### config.mk
export PLATFORM = sky130hd
export DESIGN_NAME = vga_timing_gen
export DESIGN_NICKNAME = d
export VERILOG_FILES = /design/src/rtl/vga_pkg.sv /design/src/rtl/vga_axis_cnt.sv /design/src/rtl/vga_timing_gen.sv
export SDC_FILE = /design/constraint.sdc
export NUM_CORES = 1
export LEC_CHECK = 0
export CAP_MARGIN = 20
export CORE_MARGIN = 2
export CORE_UTILIZATION = 55
export CTS_CLUSTER_SIZE = 28
export DETAILED_ROUTE_END_ITERATION = 10
export GPL_ROUTABILITY_DRIVEN = 0
export PLACE_DENSITY = 0.8
export SETUP_SLACK_MARGIN = 0.5
export SYNTH_ARGS = -nofsm -noshare
export SYNTH_HDL_FRONTEND = slang
export SYNTH_SLANG_ARGS = --single-unit
### constraint.sdc
create_clock -name clk -period 3.05 [get_ports clk]
set_input_delay 0.61 -clock clk [delete_from_list [all_inputs] [get_ports clk]]
set_output_delay 0.61 -clock clk [all_outputs]
set_load 0.01 [all_outputs]
### src/rtl/vga_pkg.sv
// vga_pkg
// Shared types and default timing for the raster timing generator.
//   vga_state_t  : scan controller states (IDLE / RUN / DRAIN)
//   vga_flags_t  : the per-pixel flag bundle that travels through the
//                  sync alignment stages (syncs, video enable, strobes)
//   VGA_*        : 640x480@60 timing, used as the generator defaults
package vga_pkg;

   typedef enum logic [1:0] {
      IDLE  = 2'd0,
      RUN   = 2'd1,
      DRAIN = 2'd2
   } vga_state_t;

   typedef struct packed {
      logic hsync;
      logic vsync;
      logic vidon;
      logic line_start;
      logic frame_start;
      logic vblank_start;
   } vga_flags_t;

   localparam int VGA_H_ACTIVE = 640;
   localparam int VGA_H_FP     = 16;
   localparam int VGA_H_SYNC   = 96;
   localparam int VGA_H_BP     = 48;
   localparam int VGA_V_ACTIVE = 480;
   localparam int VGA_V_FP     = 10;
   localparam int VGA_V_SYNC   = 2;
   localparam int VGA_V_BP     = 33;

endpackage

### src/rtl/vga_axis_cnt.sv
// vga_axis_cnt
// One raster axis (horizontal or vertical): a position counter laid out as
// active, front porch, sync, back porch, plus decode of the position the
// counter is about to take. The decode is of the *next* count so that the
// parent can register it alongside the counter and have both describe the
// same pixel on the same cycle.
// Ports:
//   clk, reset   : clock, asynchronous active-high reset
//   en           : pixel-clock enable; the counter only moves when high
//   adv          : advance by one (wrapping at TOTAL-1)
//   wrap_inh     : stop the scan on this axis: count parks at zero and all
//                  decoded flags read inactive
//   count        : current position (registered)
//   tc           : current position is TOTAL-1
//   sync_nxt     : sync level for the next position, polarity applied
//   active_nxt   : next position is in the visible region
//   start_nxt    : next position is 0
//   blank_nxt    : next position is the first blanking position (ACTIVE)
module vga_axis_cnt
   import vga_pkg::*;
#(
   parameter int ACTIVE = 640,
   parameter int FP     = 16,
   parameter int SYNC   = 96,
   parameter int BP     = 48,
   parameter bit POL    = 1'b0,
   parameter int W      = 11
) (
   input  logic         clk,
   input  logic         reset,
   input  logic         en,
   input  logic         adv,
   input  logic         wrap_inh,
   output logic [W-1:0] count,
   output logic         tc,
   output logic         sync_nxt,
   output logic         active_nxt,
   output logic         start_nxt,
   output logic         blank_nxt
);

   localparam int TOTAL      = ACTIVE + FP + SYNC + BP;
   localparam int SYNC_FIRST = ACTIVE + FP;
   localparam int SYNC_LAST  = ACTIVE + FP + SYNC - 1;

   if (TOTAL > (1 << W)) begin : g_width_check
      $error("vga_axis_cnt: W=%0d cannot hold TOTAL=%0d", W, TOTAL);
   end

   logic [W-1:0] count_d;

   // Next-position logic and its decode. Parking wins over advancing so the
   // end of a drained frame lands on zero with every flag inactive.
   always_comb begin
      tc         = (count == W'(TOTAL - 1));
      count_d    = count;
      sync_nxt   = ~POL;
      active_nxt = 1'b0;
      start_nxt  = 1'b0;
      blank_nxt  = 1'b0;
      if (wrap_inh) begin
         count_d = '0;
      end else if (adv) begin
         count_d = tc ? '0 : count + 1'b1;
      end
      if (!wrap_inh) begin
         if ((count_d >= W'(SYNC_FIRST)) && (count_d <= W'(SYNC_LAST))) begin
            sync_nxt = POL;
         end
         active_nxt = (count_d < W'(ACTIVE));
         start_nxt  = (count_d == '0);
         blank_nxt  = (count_d == W'(ACTIVE));
      end
   end

   // Position register; frozen whenever the pixel enable is low.
   always_ff @(posedge clk or posedge reset) begin
      if (reset) begin
         count <= '0;
      end else if (en) begin
         count <= count_d;
      end
   end

endmodule

### src/rtl/vga_timing_gen.sv
// vga_timing_gen
// Parametrised raster timing generator. A run/stop controller starts a scan
// on request and only stops it at the end of a complete frame. Pixel
// position (x, y) comes straight from the axis counters; the sync, video
// enable and event strobes can be delayed by SYNC_DLY enabled cycles to
// line up with a pipelined pixel path.
// Ports:
//   clk, reset    : clock, asynchronous active-high reset
//   pix_en        : pixel-clock enable; everything advances only when high
//   run           : level request, 1 = scan, 0 = stop at the next frame end
//   x, y          : current pixel position
//   hsync, vsync  : syncs, active level set by HS_POL / VS_POL
//   vidon         : visible region
//   line_start    : one enabled-cycle pulse at x==0 of every scanned line
//   frame_start   : one enabled-cycle pulse at (0,0)
//   vblank_start  : one enabled-cycle pulse at (0,V_ACTIVE)
//   busy          : scanning (RUN or DRAIN)
module vga_timing_gen
   import vga_pkg::*;
#(
   parameter int H_ACTIVE = VGA_H_ACTIVE,
   parameter int H_FP     = VGA_H_FP,
   parameter int H_SYNC   = VGA_H_SYNC,
   parameter int H_BP     = VGA_H_BP,
   parameter int V_ACTIVE = VGA_V_ACTIVE,
   parameter int V_FP     = VGA_V_FP,
   parameter int V_SYNC   = VGA_V_SYNC,
   parameter int V_BP     = VGA_V_BP,
   parameter bit HS_POL   = 1'b0,
   parameter bit VS_POL   = 1'b0,
   parameter int X_W      = 11,
   parameter int Y_W      = 10,
   parameter int SYNC_DLY = 0
) (
   input  logic           clk,
   input  logic           reset,
   input  logic           pix_en,
   input  logic           run,
   output logic [X_W-1:0] x,
   output logic [Y_W-1:0] y,
   output logic           hsync,
   output logic           vsync,
   output logic           vidon,
   output logic           line_start,
   output logic           frame_start,
   output logic           vblank_start,
   output logic           busy
);

   if ((SYNC_DLY < 0) || (SYNC_DLY > 4)) begin : g_dly_check
      $error("vga_timing_gen: SYNC_DLY=%0d outside 0..4", SYNC_DLY);
   end

   localparam vga_flags_t FLAGS_IDLE = '{hsync: ~HS_POL, vsync: ~VS_POL,
                                         vidon: 1'b0, line_start: 1'b0,
                                         frame_start: 1'b0, vblank_start: 1'b0};

   vga_state_t state;
   vga_state_t state_d;
   logic       adv_x;
   logic       adv_y;
   logic       park;
   logic       x_tc;
   logic       y_tc;
   logic       x_sync;
   logic       y_sync;
   logic       x_active;
   logic       y_active;
   logic       x_start;
   logic       y_start;
   logic       y_blank;
   logic       x_blank_unused;
   vga_flags_t flags_d;
   vga_flags_t pipe [0:SYNC_DLY];

   // Scan controller. Leaving IDLE does not advance the counters, so the
   // first scanning cycle presents (0,0). A drain that reaches the last
   // pixel of the frame parks both axes instead of wrapping, which also
   // suppresses the frame_start that a wrap would otherwise produce.
   always_comb begin
      state_d = state;
      if (pix_en) begin
         case (state)
            IDLE:    if (run) state_d = RUN;
            RUN:     if (!run) state_d = DRAIN;
            DRAIN: begin
               if (run) begin
                  state_d = RUN;
               end else if (x_tc && y_tc) begin
                  state_d = IDLE;
               end
            end
            default: state_d = IDLE;
         endcase
      end
      adv_x = (state != IDLE);
      adv_y = adv_x && x_tc;
      park  = (state_d == IDLE);
   end

   // Controller state and the registered busy flag, both tracking the
   // state the block is entering.
   always_ff @(posedge clk or posedge reset) begin
      if (reset) begin
         state <= IDLE;
         busy  <= 1'b0;
      end else if (pix_en) begin
         state <= state_d;
         busy  <= (state_d != IDLE);
      end
   end

   vga_axis_cnt #(
      .ACTIVE (H_ACTIVE),
      .FP     (H_FP),
      .SYNC   (H_SYNC),
      .BP     (H_BP),
      .POL    (HS_POL),
      .W      (X_W)
   ) u_h_axis (
      .clk        (clk),
      .reset      (reset),
      .en         (pix_en),
      .adv        (adv_x),
      .wrap_inh   (park),
      .count      (x),
      .tc         (x_tc),
      .sync_nxt   (x_sync),
      .active_nxt (x_active),
      .start_nxt  (x_start),
      .blank_nxt  (x_blank_unused)
   );

   vga_axis_cnt #(
      .ACTIVE (V_ACTIVE),
      .FP     (V_FP),
      .SYNC   (V_SYNC),
      .BP     (V_BP),
      .POL    (VS_POL),
      .W      (Y_W)
   ) u_v_axis (
      .clk        (clk),
      .reset      (reset),
      .en         (pix_en),
      .adv        (adv_y),
      .wrap_inh   (park),
      .count      (y),
      .tc         (y_tc),
      .sync_nxt   (y_sync),
      .active_nxt (y_active),
      .start_nxt  (y_start),
      .blank_nxt  (y_blank)
   );

   // Flags for the pixel the counters are about to present. The axis
   // decode already reads inactive when parking, so IDLE emits nothing.
   // Every strobe is qualified by x reaching 0, which makes frame and
   // vblank strobes single-pixel events rather than whole-line levels.
   always_comb begin
      flags_d              = FLAGS_IDLE;
      flags_d.hsync        = x_sync;
      flags_d.vsync        = y_sync;
      flags_d.vidon        = x_active & y_active;
      flags_d.line_start   = x_start;
      flags_d.frame_start  = x_start & y_start;
      flags_d.vblank_start = x_start & y_blank;
   end

   // Alignment stages. Stage 0 lines up with x/y; each further stage lags
   // one enabled cycle, so the last stage describes the pixel shown
   // SYNC_DLY enabled cycles earlier. Holding on pix_en=0 keeps strobes
   // one enabled cycle wide however slow the pixel clock is.
   always_ff @(posedge clk or posedge reset) begin
      if (reset) begin
         for (int i = 0; i <= SYNC_DLY; i++) begin
            pipe[i] <= FLAGS_IDLE;
         end
      end else if (pix_en) begin
         pipe[0] <= flags_d;
         for (int i = 1; i <= SYNC_DLY; i++) begin
            pipe[i] <= pipe[i-1];
         end
      end
   end

   assign hsync        = pipe[SYNC_DLY].hsync;
   assign vsync        = pipe[SYNC_DLY].vsync;
   assign vidon        = pipe[SYNC_DLY].vidon;
   assign line_start   = pipe[SYNC_DLY].line_start;
   assign frame_start  = pipe[SYNC_DLY].frame_start;
   assign vblank_start = pipe[SYNC_DLY].vblank_start;

endmodule

# [Word level (Yosys, flattened, before mapping)]
# Index checks and enable logic that the tools add are counted.
[classes] n_addsub=2 n_mux=21 order_cmp=6 n_eq_ne=5 bitwise_logic=3 n_reduce_logical=10
[op_table] operator="$mux W11" count=3
[op_table] operator="$mux W10" count=3
[op_table] operator="$add A11 B1 Y11 const B" count=1
[op_table] operator="$eq A11 B10 Y1 const B" count=1
[op_table] operator="$ge A11 B10 Y1 const B" count=1
[op_table] operator="$le A11 B10 Y1 const B" count=1
[op_table] operator="$logic_not A11 Y1" count=1
[op_table] operator="$lt A11 B10 Y1 const B" count=1
[op_table] operator="$add A10 B1 Y10 const B" count=1
[op_table] operator="$eq A10 B10 Y1 const B" count=1
[op_table] operator="$eq A10 B9 Y1 const B" count=1
[op_table] operator="$ge A10 B9 Y1 const B" count=1
[op_table] operator="$le A10 B9 Y1 const B" count=1
[op_table] operator="$logic_not A10 Y1" count=1
[op_table] operator="$lt A10 B9 Y1 const B" count=1
[op_table] operator="$mux W2" count=5
[op_table] operator="$mux W1" count=9
[op_table] operator="$pmux W2 S3" count=1
[op_table] operator="$logic_and A1 B1 Y1" count=4
[op_table] operator="$logic_not A2 Y1" count=2
[op_table] operator="$reduce_bool A2 Y1" count=2
[op_table] operator="$and A1 B1 Y1" count=3
[op_table] operator="$eq A2 B1 Y1 const B" count=1
[op_table] operator="$eq A2 B2 Y1 const B" count=1
[word_totals] input_bits=4 register_bits=30 elab_cells=57

# [Depth between registers and ports, before layout]
# Gate-level depths: netlist (run 1).
[logic_depth] ltp_word=12 ltp_mapped=9

# [Modules after synthesis]
# Synthesis (run 1) repeated with hierarchy kept, for this count alone.
[unflattened] hier_cells=284 hier_area_um2=2444.8
[by_module_without_submodules] module="vga_axis_cnt at u_h_axis" cells_per_inst=124 area_per_inst_um2=1049.8 seq_area_each_um2=275.3 n_inst=1
[by_module_without_submodules] module="vga_axis_cnt at u_v_axis" cells_per_inst=118 area_per_inst_um2=937.1 seq_area_each_um2=250.2 n_inst=1
[by_module_without_submodules] module="vga_timing_gen" cells_per_inst=42 area_per_inst_um2=457.9 seq_area_each_um2=227.7 n_inst=1

# [Worst setup path after synthesis (run 1)]
# Ideal clock, no wire load.
[synth_timing] kind="register -> register" from="reg u_h_axis.count[0]" to="reg pipe, in the netlist vsync" slack_ns=0.369 synth_period_minus_slack_ns=2.681 required_ns=2.964 arrival_time_ns=2.594 path_buffers=1 setup_time_ns=0.086 stages_incl_launch_ff=9 path_cell_list="dfrtp_1 -> ha_1 -> nand4_1 -> buf_6 -> or4_4 -> or3_4 -> a22oi_4 -> nand4b_1 -> o41a_1"
[synth_between] elab_chain_cells=12 word_cells_on_any_way=15 cone_classes="order compare: 2; eq/ne: 1; mux: 8; reduce/logical: 4"
[synth_lines] item="start: declaration" line="vga_axis_cnt.sv:34" rtl="output logic [W-1:0] count,"
[synth_lines] item="start signal: assignment" line="vga_axis_cnt.sv:81" rtl="count <= count_d;"
[synth_lines] item="$eq A11 B10 Y1 (*)" line="vga_axis_cnt.sv:55" rtl="tc = (count == W'(TOTAL - 1));"
[synth_lines] item="$logic_and A1 B1 Y1" line="vga_timing_gen.sv:89" rtl="end else if (x_tc && y_tc) begin"
[synth_lines] item="$mux W2" line="vga_timing_gen.sv:89"
[synth_lines] item="$mux W2" line="vga_timing_gen.sv:87" rtl="if (run) begin"
[synth_lines] item="$pmux W2 S3" line="vga_timing_gen.sv:83" rtl="case (state)"
[synth_lines] item="$mux W2" line="vga_timing_gen.sv:82" rtl="if (pix_en) begin"
[synth_lines] item="$logic_not A2 Y1" line="vga_timing_gen.sv:98" rtl="park = (state_d == IDLE);"
[synth_lines] item="$mux W10" line="vga_axis_cnt.sv:61" rtl="if (wrap_inh) begin"
[synth_lines] item="$ge A10 B9 Y1 / $le A10 B9 Y1 (equally long branches)" line="vga_axis_cnt.sv:67" rtl="if ((count_d >= W'(SYNC_FIRST)) && (count_d <= W'(SYNC_LAST))) begin"
[synth_lines] item="$logic_and A1 B1 Y1" line="vga_axis_cnt.sv:67"
[synth_lines] item="$mux W1" line="vga_axis_cnt.sv:67"
[synth_lines] item="$mux W1 (*)" line="vga_axis_cnt.sv:66" rtl="if (!wrap_inh) begin"
[synth_lines] item="end signal: indexed assignment" line="vga_timing_gen.sv:181" rtl="pipe[i] <= pipe[i-1];"
[synth_lines] item="end: declaration" line="vga_timing_gen.sv:74" rtl="vga_flags_t pipe [0:SYNC_DLY];"
# Mark *: on every way between the ends. The rest lies on a longest branch, timed or not.
# A chain may end at the register's enable or synchronous reset.

# [Worst setup path in the final report (run 1)]
[layout_timing] from="reg u_v_axis.count[5]" to="reg u_h_axis.count[5]"
[layout_between] elab_chain_cells=8
[layout_lines] item="start: declaration" line="vga_axis_cnt.sv:34"
[layout_lines] item="start signal: assignment" line="vga_axis_cnt.sv:81"
[layout_lines] item="$eq A10 B10 Y1" line="vga_axis_cnt.sv:55"
[layout_lines] item="$logic_and A1 B1 Y1" line="vga_timing_gen.sv:89"
[layout_lines] item="$mux W2" line="vga_timing_gen.sv:89"
[layout_lines] item="$mux W2" line="vga_timing_gen.sv:87"
[layout_lines] item="$pmux W2 S3" line="vga_timing_gen.sv:83"
[layout_lines] item="$mux W2" line="vga_timing_gen.sv:82"
[layout_lines] item="$logic_not A2 Y1" line="vga_timing_gen.sv:98"
[layout_lines] item="$mux W11" line="vga_axis_cnt.sv:61"
# Every way passes these cells.

==> summary.txt, run 1 <==
Run status
  – Outcome: finished, final reports clean

Clock network
  – CTS Root Cell: clkbuf_8
  – Worst-path clk slew: about 0.070 ns
  – CTS Sinks: 30
  – Clk_lat worst skew: between 0.2 and 0.3 ns
  – CTS Hold Bufs: 0
  – TritonCTS Buffers: 5
  – Clock Tree Buf Depth: 2
  – CTS tree: done
  – Htree depth: 2

Global routing
  – GR Overflow Total: 0
  – Gr usage total: 29.9%
  – Vias in the first global route: around 2000
  – Pin count of the biggest net entering global routing: 31
  – Antenna violations before repair: 0
  – First-pass GRT wire length: slightly above 10000 um

Logic synthesis
  – Post-synthesis register bit count: 30
  – Synth area leader: dfrtp_1
  – Syn Area/Cell: approximately 8.8 um^2
  – FFs w/ async S/R, synth: between 90% and 100%
  – Ys Warns: 0
  – Area contributors post-synth: dfrtp_1, xnor2_1, nor2_1
  – Top-area cell type share of the netlist area: 30.7%
  – Synth Flop Type: dfrtp_1
  – Sequential share of the synthesized area: around a third
  – EDFF count, synth: 0
  – Synthesized net count: between 200 and 300
  – Post-Syn Instances: 259
  – Synth cell types: 68
  – Netlist Area Pre-Place: between 0.002 and 0.0025 mm^2

Setup path
  – R2R setup slack: roughly 0.53 ns
  – Most frequent CP cell: buf_4
  – Bufs and invs on worst path: 3
  – R2R cell count: 9
  – Worst setup path class: reg -> reg
  – Reg-to-Reg End: u_h_axis.count[5]$_DFFE_PP0P_
  – Startpoint types: flop
  – CP cell instances: or4_4 > nor4_4 > buf_4 > a31o_4 > inv_2 > o21ai_2 > buf_4 > o21ai_1 > a22o_1
  – Critical-path maximum fanout: 10
  – CP top delay family: compound AO/OA/AOI/OAI gates
  – CP arrival: about 2.7 ns
  – R2R Path Start: u_v_axis.count[5]$_DFFE_PP0P_
  – CP Capture Type: flop
  – Worst path slowest cell: or4_4
  – Largest stage delay, worst path: 0.54 ns
  – Required @ worst endpoint: roughly 3.2 ns

Power
  – Pwr Density: ~430 mW/mm^2
  – Leak pwr: between 1 and 1.5 nW
  – P_int: 0.000850 W
  – Seq pwr share: ~38%
  – Sw power: between 0.0004 and 0.0005 W
  – Maximum VDD drop: between 0.3 and 0.4 mV
  – Clk pwr share: 32.1%
  – Logic pwr share: 30.2%
  – Switching Share: around 32%

Floorplanning
  – Core ar.: about 0.004 mm^2
  – Row count: 23
  – Starting Density: 57.1%
  – Die ar.: 0.00468 mm^2
  – Die height: a little under 70 um
  – I/O Pins: 32
  – Die X: 68.4 um

Min path
  – Hold path endpoint: hsync$_DFFE_PP1P_
  – Min-Delay Path Depth: 2
  – Hold path start: hsync$_DFFE_PP1P_
  – Hold WC Path Type: reg -> reg

Detailed routing
  – Post-route DRC: 0
  – DR pass1 iterations: 5
  – Via count: 2311
  – Vias per cell: roughly 6.5
  – WL final: 6530 um
  – Final ANT Viol Nets: 0
  – DR WL/cell: 18.4 um
  – Initial drt markers: ~190

STA
  – Clk_skew: between 0.007 and 0.008 ns
  – RSZ-0062 raised after global routing: yes
  – Highest Clock Rate: between 300 and 400 MHz
  – WHS: 0.489 ns
  – Finish-stage setup viols: 0
  – Tcrit/Tclk final: 82.6%
  – Setup TNS: 0 ns
  – Worst-Margin Slew: around 0.7 ns
  – Worst rel slew slack: approximately half
  – Final Hold Vio Count: 0
  – Fin. max-slew vios: 0
  – Tmin final: ~2.5 ns

Final layout
  – Antenna fix cells: 0
  – Most common cell after layout, fill and taps aside: clkdlybuf4s50_1
  – Area Growth Syn to Fin: 27.5%
  – Most frequent cells in the layout: clkdlybuf4s50_1, buf_4, dfrtp_1, nand2_1, nor2_1
  – Final #Nets: just over 300
  – Layout cell share with drive strength beyond 1: a little under a quarter

Placed design
  – HPWL Detailed: ~4400 um
  – Buffers on Ports: 31

Job
  – Max Cap Viol: 0
-- worst min-delay path: stages (launching register included) --
cell and delay, ns:
dfstp_2 0.37, nor2_1 0.07, a21oi_1 0.05
-- routing by layer --
layer | vias to the layer above | global-route usage, % | part of all wire (%)
met5 | - | 0 | 0
li1 | 1063 | - | -
met4 | 0 | 9.00 | 2.0
met2 | 119 | 44.6 | 45
met1 | 1108 | 42.8 | 45
met3 | 21 | 6.91 | 7.4
-- metrics by stage --
step	worst slack, ns	utilization [%]	total power [W]	instance area, um^2	instances
2_1_floorplan	0.507	-	0.000712	2300	259
3_3_place_gp	0.220	66.6	0.000833	2660	338
3_5_place_dp	0.0904	66.6	0.000839	2660	338
4_1_cts	0.505	71.4	0.00126	2860	352
5_1_grt	0.427	72.7	0.00133	2910	354
6_report	0.530	72.7	0.00126	2910	354
-- power by group through the flow --
stage	sequential (W)	combinational, W	clock [W]
after CTS	0.000472	0.000375	0.000410
after floorplan	0.000493	0.000219	0
after detailed placement	0.000485	0.000354	0
after global routing	0.000477	0.000417	0.000432
final	0.000474	0.000380	0.000404
after global placement	0.000484	0.000350	0
-- kinds of logic after synthesis --
family | count (synthesis) | synth area share [%]
flops | 30 | 33.0
fa+ha+maj | 3 | 1.64
mux | 4 | 1.86
compound gates | 83 | 26.8
buf+inv | 31 | 7.57
simple gates | 97 | 24.9
xor+xnor | 11 | 4.22
-- cell usage after synthesis, drive strengths merged, types with 2 or more instances --
cell,n
dfrtp,28
o21ai,21
nor2,18
nand2,17
inv,13
nor3,13
buf,12
a21oi,11
nand3,10
xnor2,8
nand4,6
o31ai,6
a22o,5
clkbuf,5
nor4,5
or2,5
a211oi,4
a21o,4
and3,4
o22ai,4
a21boi,3
ha,3
xor2,3
a2111oi,2
a22oi,2
a31o,2
a31oi,2
a41oi,2
and2,2
and4,2
dfstp,2
mux2,2
mux2i,2
nand2b,2
nand3b,2
nor4b,2
o211ai,2
o2bb2ai,2
o32ai,2
or3,2
or4,2
-- how the worst max path moves through the flow --
stage                                  startpoint                       endpoint  slack, ns  cells after the start
floorplan           u_h_axis.count[0]$_DFFE_PP0P_              vsync$_DFFE_PP1P_       0.51                      8
global placement                           pix_en  u_h_axis.count[5]$_DFFE_PP0P_       0.22                      8
detailed placement                         pix_en  u_h_axis.count[5]$_DFFE_PP0P_       0.09                      8
CTS                 u_v_axis.count[0]$_DFFE_PP0P_        frame_start$_DFFE_PP0P_       0.51                     10
global route        u_v_axis.count[5]$_DFFE_PP0P_       vblank_start$_DFFE_PP0P_       0.43                      8
finish              u_v_axis.count[5]$_DFFE_PP0P_  u_h_axis.count[5]$_DFFE_PP0P_       0.53                      9
-- registers in the layout, indices dropped and copies added, names as in the netlist --
register	cells
hsync	1
u_v_axis.count	10
line_start	1
busy	1
state	2
u_h_axis.count	11
frame_start	1
vblank_start	1
vidon	1
vsync	1
-- what timing repair did --
item,4_1_cts,5_1_grt
gates cloned,0,0
setup buffers,6,2
setup endpoints to repair,10,10
pin swaps,2,5
resized for setup,8,10
-- final cells by class --
| cell class | count | area, um^2 |
|---|---|---|
| clock inverter | 3 | 40.0 |
| multi-input combinational | 198 | 1440 |
| clock buffer | 5 | 68.8 |
| fill | 307 | 1090 |
| inverter | 14 | 52.6 |
| tap | 50 | 62.6 |
| timing repair buffer | 54 | 483 |
| sequential | 30 | 762 |
Note: power is estimated with default switching activity, not from simulation.
==> run 2, diff against run 1 <==
CORE_UTILIZATION = 50   (was 55)
PLACE_DENSITY = 0.77   (was 0.8)
clock period = 2.14 ns   (was 3.05 ns; I/O delays follow)
==> run 2 against run 1 <==
- maximum frequency up 2.0%
- register-to-register slack worse by 0.86 ns
- clock power up 44%
- die area up 9.4%
- sequential cell count unchanged
- non-clock buffer count up 66
- total power up 63%
- highest routed layer unchanged
- routed wire length up 44%
- the flow now finishes with violations (setup timing)
- worst hold slack worse by 0.0014 ns
==> summary.txt, run 2 (synthesized netlist as in run 1, its figures left out) <==
STA
  – RSZ-0062 raised after global routing: yes
  – Worst rel slew slack: 68.0% (+16 points)
  – Tmin final: 2.47 ns (-0.0502 ns)
  – Clk_skew: 0.00973 ns (+0.00236 ns)
  – Final Hold Vio Count: 0 (unchanged)
  – Worst-Margin Slew: 0.468 ns (-0.253 ns)
  – Tcrit/Tclk final: 115% (+33 points)
  – Setup TNS: -3.28 ns (-3.28 ns)
  – Finish-stage setup viols: 18 (+18)
  – Highest Clock Rate: 405 MHz (+2.0%)
  – Fin. max-slew vios: 0 (unchanged)
  – Final WS setup: -0.330 ns (-0.860 ns)
  – WHS: 0.488 ns (-0.00142 ns)

Floorplanning
  – Die height: 71.6 um (+4.6%)
  – Row count: 24 (+4.3%)
  – Die ar.: 0.00512 mm^2 (+9.4%)
  – Die X: 71.6 um (+4.6%)
  – Core ar.: 0.00438 mm^2 (+9.6%)
  – I/O Pins: 32 (unchanged)
  – Starting Density: 52.1% (-5.0 points)

Final layout
  – Max reg flops: 11 (unchanged)
  – Most frequent cells in the layout: buf_4, dfrtp_1, dlygate4sd2_1, nor2_1, nand2_1
  – Final #Nets: 376 (+21%)
  – Antenna fix cells: 0 (unchanged)
  – Most common cell after layout, fill and taps aside: buf_4
  – Biggest regs: u_h_axis.count (11), u_v_axis.count (10), state (2)
  – Layout cell share with drive strength beyond 1: 43.8% (+21 points)
  – Area Growth Syn to Fin: 56.2%
  – Util after Layout: 81.3% (+8.6 points)
  – Biggest register: u_h_axis.count
  – Finished layout cell area: 0.00356 mm^2 (+23%)

Global routing
  – Gr usage total: 32.5% (+2.6 points)
  – GR Overflow Total: 0 (unchanged)
  – Pin count of the biggest net entering global routing: 31 (unchanged)
  – Vias in the first global route: 2615 (+29%)
  – Antenna violations before repair: 0 (unchanged)
  – First-pass GRT wire length: 12800 um (+25%)

Detailed routing
  – Via count: 2864 (+24%)
  – Vias per cell: 6.79 (+4.0%)
  – Post-route DRC: 0 (unchanged)
  – WL final: 9430 um (+44%)
  – Final ANT Viol Nets: 0 (unchanged)
  – DR WL/cell: 22.3 um (+21%)
  – Initial drt markers: 446 (+140%)
  – DR pass1 iterations: 7 (+2)

Power
  – Logic pwr share: 39.7% (+9.5 points)
  – Maximum VDD drop: 0.422 mV (+12%)
  – Clk pwr share: 28.4% (-3.7 points)
  – Design Power: 0.00205 W (+63%)
  – P_int: 0.00133 W (+56%)
  – Pwr Density: 576 mW/mm^2 (+33%)
  – Switching Share: 35.4% (+2.9 points)
  – Leak pwr: 1.63 nW (+47%)
  – Sw power: 0.000726 W (+78%)
  – Seq pwr share: 31.9% (-5.8 points)

Placed design
  – HPWL Detailed: 5470 um (+24%)
  – Post-DP Area: 0.00320 mm^2 (+20%)
  – Buffers on Ports: 31 (unchanged)

Clock network
  – Clock Tree Buf Depth: 2 (unchanged)
  – CTS Root Cell: clkbuf_8
  – CTS Sinks: 30 (unchanged)
  – CTS Hold Bufs: 0 (unchanged)
  – Clk_lat worst skew: 0.30 ns (about the same)
  – Worst-path clk slew: 0.08 ns (about the same)
  – CTS tree: done
  – TritonCTS Buffers: 5 (unchanged)
  – Htree depth: 2 (unchanged)

Run status
  – Failing checks: setup timing
  – Outcome: finished with violations

Setup path
  – Required @ worst endpoint: 2.35 ns (-0.88 ns)
  – Critical-path maximum fanout: 4 (-6)
  – CP arrival: 2.68 ns (-0.02 ns)
  – Startpoint types: flop
  – Worst setup path class: reg -> reg
  – CP Capture Type: flop

Job
  – Max Cap Viol: 0 (unchanged)

Min path
  – Hold WC Path Type: reg -> reg
==> run 2: worst max-delay path, cell delays in order (launching register included) <==
cell	delay, ns
dfrtp_1	0.40
or4_4	0.54
nor4_4	0.16
buf_4	0.19
a31o_4	0.21
a221oi_2	0.08
or4b_4	0.55
o32ai_2	0.22
==> run 2: stage by stage <==
| step | instances | setup WS, ns |
|---|---|---|
| after global placement | 406 | -0.352 |
| final | 422 | -0.330 |
| after CTS | 420 | -0.301 |
| after global routing | 422 | -0.373 |
| after detailed placement | 406 | -0.414 |
| after floorplan | 259 | -0.281 |
==> run 2: layer usage <==
metal	track usage, %	share of wire [%]
met1	41.2	38
met2	52.3	46
met3	7.59	11
met4	15.7	4.8
met5	0	0
==> run 2: power groups by stage <==
stage | Combinational [W] | Sequential, W | Clock, W
4_1_cts | 0.000725 | 0.000655 | 0.000566
3_5_place_dp | 0.000708 | 0.000664 | 0
5_1_grt | 0.000853 | 0.000660 | 0.000591
6_report | 0.000815 | 0.000655 | 0.000582
2_1_floorplan | 0.000339 | 0.000702 | 0
3_3_place_gp | 0.000689 | 0.000664 | 0
==> run 2: path summary, 6_finish.rpt <==
path	endpoint	cells after the start	start	slack [ns]
min in group asynchronous	u_v_axis.count[3]$_DFFE_PP0P_	3	reset	0.51
hold / removal	vidon$_DFFE_PP0P_	2	vidon$_DFFE_PP0P_	0.49
setup reg to reg	vblank_start$_DFFE_PP0P_	7	u_v_axis.count[5]$_DFFE_PP0P_	-0.33
setup / recovery	vblank_start$_DFFE_PP0P_	7	u_v_axis.count[5]$_DFFE_PP0P_	-0.33
max in group asynchronous	hsync$_DFFE_PP1P_	3	reset	1.28
hold reg to reg	vidon$_DFFE_PP0P_	2	vidon$_DFFE_PP0P_	0.49
==> run 2: area by class of cell <==
cell class / instances / area (um^2)
Sequential cell: 30 / 756
Timing Repair Buffer: 120 / 985
Clock buffer: 8 / 110
Inverter: 14 / 57.6
Fill cell: 245 / 820
Tap cell: 52 / 65.1
Multi-Input combinational cell: 198 / 1590
==> run 2: what timing repair did <==
item,4_1_cts,5_1_grt
pin swaps,9,13
buffers inserted,6,2
gates resized for setup,43,39
setup endpoints to repair,52,33
